File: src/rtl/bin_note_lookup.sv
// Maps an FFT bin index to a semitone note index (0 = C2 .. 63 = D#7).
// A six-step binary search runs over a lower-edge ROM built at elaboration.
module bin_note_lookup #(
  parameter int SAMPLE_RATE = 8000,
  parameter int NFFT        = 1024,
  parameter int BIN_W       = 10
) (
  input  logic             clk_in,
  input  logic             rst_in,
  input  logic [BIN_W-1:0] bin_index,
  input  logic             ready_in,
  output logic [5:0]       note_index,
  output logic             in_range_out,
  output logic             valid_out,
  output logic             busy_out
);

  // Smallest bin at or above note + half_steps/2 semitone, with A4 = note 33.
  function automatic int edge_bin(input int note, input int half_steps);
    real freq;
    real bin_real;
    freq     = 440.0 * (2.0 ** ((real'(note) - 33.0) / 12.0));
    bin_real = real'(NFFT) * freq * (2.0 ** (real'(half_steps) / 24.0)) / real'(SAMPLE_RATE);
    return $rtoi($ceil(bin_real));
  endfunction

  localparam int HIGH_LIMIT = edge_bin(63, 1);

  typedef enum logic [1:0] {
    IDLE,
    SEARCH,
    DONE
  } state_t;

  // One extra bit so edges and the bin compare without wrap-around.
  logic [BIN_W:0] low_edge [64];

  for (genvar g = 0; g < 64; g++) begin : g_rom
    localparam int EDGE = edge_bin(g, -1);
    assign low_edge[g] = EDGE[BIN_W:0];
  end

  state_t         state;
  state_t         state_next;
  logic [BIN_W:0] bin_q;
  logic [5:0]     result_q;
  logic [2:0]     bit_idx;
  logic [5:0]     candidate;
  logic           hit;
  logic           below;
  logic           above;
  logic           load;
  logic           step;
  logic           finish;

  always_ff @(posedge clk_in) begin
    if (rst_in) state <= IDLE;
    else        state <= state_next;
  end

  always_comb begin
    // NOTE: every combinational output gets a default first, so no path can infer a latch.
    state_next = state;
    case (state)
      IDLE:    if (ready_in) state_next = SEARCH;
      SEARCH:  if (bit_idx == 3'd0) state_next = DONE;
      DONE:    state_next = IDLE;
      default: state_next = IDLE;
    endcase
  end

  always_comb begin
    load     = 1'b0;
    step     = 1'b0;
    finish   = 1'b0;
    busy_out = 1'b1;
    case (state)
      IDLE:    begin load = ready_in; busy_out = 1'b0; end
      SEARCH:  step = 1'b1;
      DONE:    finish = 1'b1;
      default: busy_out = 1'b0;
    endcase
  end

  // Try setting the current bit; keep it if that note's lower edge is not above the bin.
  assign candidate = result_q | (6'd1 << bit_idx);
  assign hit       = (low_edge[candidate] <= bin_q);
  assign below     = (bin_q < low_edge[0]);
  assign above     = (bin_q >= HIGH_LIMIT[BIN_W:0]);

  always_ff @(posedge clk_in) begin
    // NOTE: sequential state uses non-blocking assignments so every register samples pre-edge values.
    if (rst_in) begin
      bin_q        <= '0;
      result_q     <= '0;
      bit_idx      <= '0;
      note_index   <= '0;
      in_range_out <= 1'b0;
      valid_out    <= 1'b0;
    end else begin
      valid_out <= 1'b0;
      if (load) begin
        bin_q    <= {1'b0, bin_index};
        result_q <= '0;
        bit_idx  <= 3'd5;
      end
      if (step) begin
        if (hit) result_q <= candidate;
        bit_idx <= bit_idx - 3'd1;
      end
      if (finish) begin
        note_index   <= above ? 6'd63 : result_q;
        in_range_out <= !below && !above;
        valid_out    <= 1'b1;
      end
    end
  end

endmodule

File: config.mk
export PLATFORM = sky130hd
export DESIGN_NAME = bin_note_lookup
export DESIGN_NICKNAME = d
export VERILOG_FILES = /design/src/rtl/bin_note_lookup.sv
export SDC_FILE = /design/constraint.sdc
export NUM_CORES = 1
export LEC_CHECK = 0
export BUFFER_PORTS_ARGS = -buffer_cell sky130_fd_sc_hd__buf_2
export CAP_MARGIN = 20
export CORE_MARGIN = 5
export CORE_UTILIZATION = 55
export CTS_CLUSTER_DIAMETER = 40
export DETAILED_ROUTE_END_ITERATION = 7
export GPL_ROUTABILITY_DRIVEN = 1
export GPL_TIMING_DRIVEN = 1
export PLACE_DENSITY = 0.75
export SLEW_MARGIN = 30
export SYNTH_ARGS = -nofsm -noshare
export SYNTH_HDL_FRONTEND = slang
export SYNTH_SLANG_ARGS = --single-unit
File: constraint.sdc
create_clock -name clk_in -period 3.9 [get_ports clk_in]
set_input_delay 0.78 -clock clk_in [delete_from_list [all_inputs] [get_ports clk_in]]
set_output_delay 0.78 -clock clk_in [all_outputs]
set_load 0.01 [all_outputs]
==> metrics.txt <==
Max Cap Violations=0; Fin Clk Skew=0.00303 ns; clock transition at the registers of the reported paths=0.06 ns; Starting Density=57.0%; n_diodes=0; Async SR Flop Fraction=0%; Slew HR=between 50% and 60%; Crit Path Class=reg -> reg; FMAX=about 280 MHz; Cells after Synth=296; RD Place Congestion=0.991; endpoints failing setup=0; vias in the first global route=2,026; Setup crit end kind=flop; Leak Pwr=1.06 nW; Routed WL=5790 um; CTS tree=yes; Chip Height=74.4 um; RSZ-0062 raised after global routing=false; Total GRT Usage=22.5%; Synthesized Nets=336; total CTS buffers=5; post-synth top area cell=dfxtp_1; Cell variety after synth=58; Top Ports=22; Peak VDD IR=~0.42 mV; detailed placement HPWL=roughly 4100 um; die area=about 5500 um2; clk sinks=29; Skew-Pair Late Insertion Delay=0.28 ns; iteration-0 DRC count of the detailed router=approximately 220; Port Buf Inserts=21; syn avg cell area=roughly 7.7 um2; Yosys reg bits=29; Post-CTS Setup Bufs=0; Ys Warns=0; H-tree levels=2; Routed Antenna Nets=0; first-pass GRT wire length=a little under 10,000 um; status=complete, no violations; critical-path maximum fanout=7; pwr dens=824 nW/um2; Post-synth EDFFs=0; fraction of layout cells with a size suffix above 1=16.3%; final net count=352; Routed WL per cell=16.0 um; vias per cell=6.17; Min-Delay Path Class=reg -> reg; final number of hold-violating endpoints=0; final period utilization=between 90 and 100%; synthesis-to-finish area growth=10.1%; Die X=74.4 um; fin. max-slew vios=0; worst endpoint data arrival time=3.81 ns; root buf cell=clkbuf_8; Worst Setup Start Kind=flop; Worst Path Required=4.11 ns; Remaining DRCs=0; vias=2,238; initial antenna violation count=0; Final min period=between 3 and 4 ns; Placeable Area=~4000 um2; setup_tns=0 ns; register area share after synthesis=25.5%; mapped cell area=2280 um2; CTS max path bufs=2; grt ovf=0; Area contributors post-synth=dfxtp_1 (25%), ha_1 (15%), a21oi_1 (7.5%), nand2_1 (6.1%), nor2_1 (4.1%); Slew @ Worst Pin=0.616 ns; largest net degree at the start of global routing=26; Synth Flop Type=dfxtp_1; Row Count=23; share of the synthesized area in the top cell type=25.5%; Hold Slack=0.473 ns; DR pass1 iterations=5
==> flip-flops by register name, indices dropped and copies added, names as in the netlist <==
signal,cells
bin_q,10
result_q,6
note_index,6
valid_out,1
bit_idx,3
in_range_out,1
state,2
==> stage by stage <==
step                      std cells  instance area, um2  setup slack (ns)  util, %  power, mW
after global routing            363                2510            0.0610     62.8       2.25
after CTS                       363                2510             0.350     62.8       2.05
after global placement          355                2390             0.495     59.9       1.70
after detailed placement        355                2390             0.374     59.9       1.72
final                           363                2510             0.292     62.8       2.07
after floorplan                 296                2280             0.553        -       1.42
==> worst max-delay path, cell delays in order, from the launching register on <==
cell	delay [ns]
dfxtp_1	0.38
inv_1	0.09
ha_1	0.23
nor2b_2	0.19
or2_1	0.33
ha_1	0.40
inv_1	0.11
a21oi_1	0.13
a21oi_1	0.05
o21a_1	0.19
a222oi_1	0.31
ha_1	0.30
nor2b_1	0.13
o21a_1	0.16
o21ai_0	0.14
a31oi_1	0.20
o21ai_0	0.19
==> synthesized netlist by cell type, drive strengths merged, types with 2 or more instances <==
library cell	instances
o21ai	15
nor4	2
a21o	4
a211oi	6
nor3	13
a22oi	2
a21oi	35
nand2	38
o22ai	7
o221ai	2
ha	27
buf	7
inv	19
o21a	3
a221oi	3
nor2	28
a31oi	6
nand2b	5
dfxtp	29
and2	3
nor2b	6
a311oi	2
clkbuf	9
mux2i	3
o311ai	3
==> final timing paths <==
| path | from | to | slack, ns | depth (start not counted) |
|---|---|---|---|---|
| max | bit_idx[1]$_SDFFE_PP0P_ | result_q[4]$_SDFF_PP0_ | 0.29 | 16 |
| min | note_index[2]$_SDFFE_PP0P_ | note_index[2]$_SDFFE_PP0P_ | 0.47 | 2 |
| max reg2reg | bit_idx[1]$_SDFFE_PP0P_ | result_q[4]$_SDFF_PP0_ | 0.29 | 16 |
| min reg2reg | note_index[2]$_SDFFE_PP0P_ | note_index[2]$_SDFFE_PP0P_ | 0.47 | 2 |
==> kinds of logic (layout without fill, tap and decap cells) <==
logic type,Yosys count,in the layout,synth area share (%)
compound gates,99,99,28.3
simple gates,102,102,22.8
mux,4,4,1.81
buf+inv,35,52,6.80
flops,29,29,25.5
fa+ha+maj,27,27,14.8
==> metal layers <==
layer / part of all wire, % / wire, um / global-route usage (%) / vias to the layer above
met4: 3.9 / 225 / 11.1 / 0
met1: 47 / 2720 / 31.7 / 1017
met3: 5.6 / 325 / 3.24 / 22
li1: - / - / - / 1096
met2: 43 / 2520 / 33.5 / 103
met5: 0 / 0 / 0 / -
==> cell usage in the layout, fill, tap and decap left out, drive strengths merged, types with 2 or more instances in the layout <==
master,count
a211oi,6
a21o,4
a21oi,35
a221oi,3
a22oi,2
a311oi,2
a31oi,6
and2,3
buf,25
clkbuf,7
dfxtp,29
ha,27
inv,19
mux2i,3
nand2,38
nand2b,5
nor2,28
nor2b,6
nor3,13
nor4,2
o21a,3
o21ai,15
o221ai,2
o22ai,7
o311ai,3
==> report_power, final <==
group / switching (mW) / leakage (nW) / total [mW] / internal, mW
Combinational: 0.768 / 0.761 / 1.30 / 0.533
Clock: 0.114 / 0.0585 / 0.322 / 0.208
Sequential: 0.0780 / 0.237 / 0.446 / 0.368
Total: 0.961 / 1.06 / 2.07 / 1.11
==> timing repair <==
| action | 4_1_cts | 5_1_grt |
|---|---|---|
| endpoints found under the hold margin | 0 | 0 |
| resized for setup | 0 | 1 |
| hold buffers | 0 | 0 |
| setup endpoints to repair | 0 | 1 |
==> final cells by class <==
class / instances / area, um2
tap: 50 / 62.6
inverter: 19 / 71.3
clock inverter: 1 / 30.0
timing repair buffer: 25 / 135
clock buffer: 7 / 86.3
fill: 341 / 1490
sequential: 29 / 581
multi-input combinational: 232 / 1550
No activity file was read; power rests on OpenSTA's default activity.
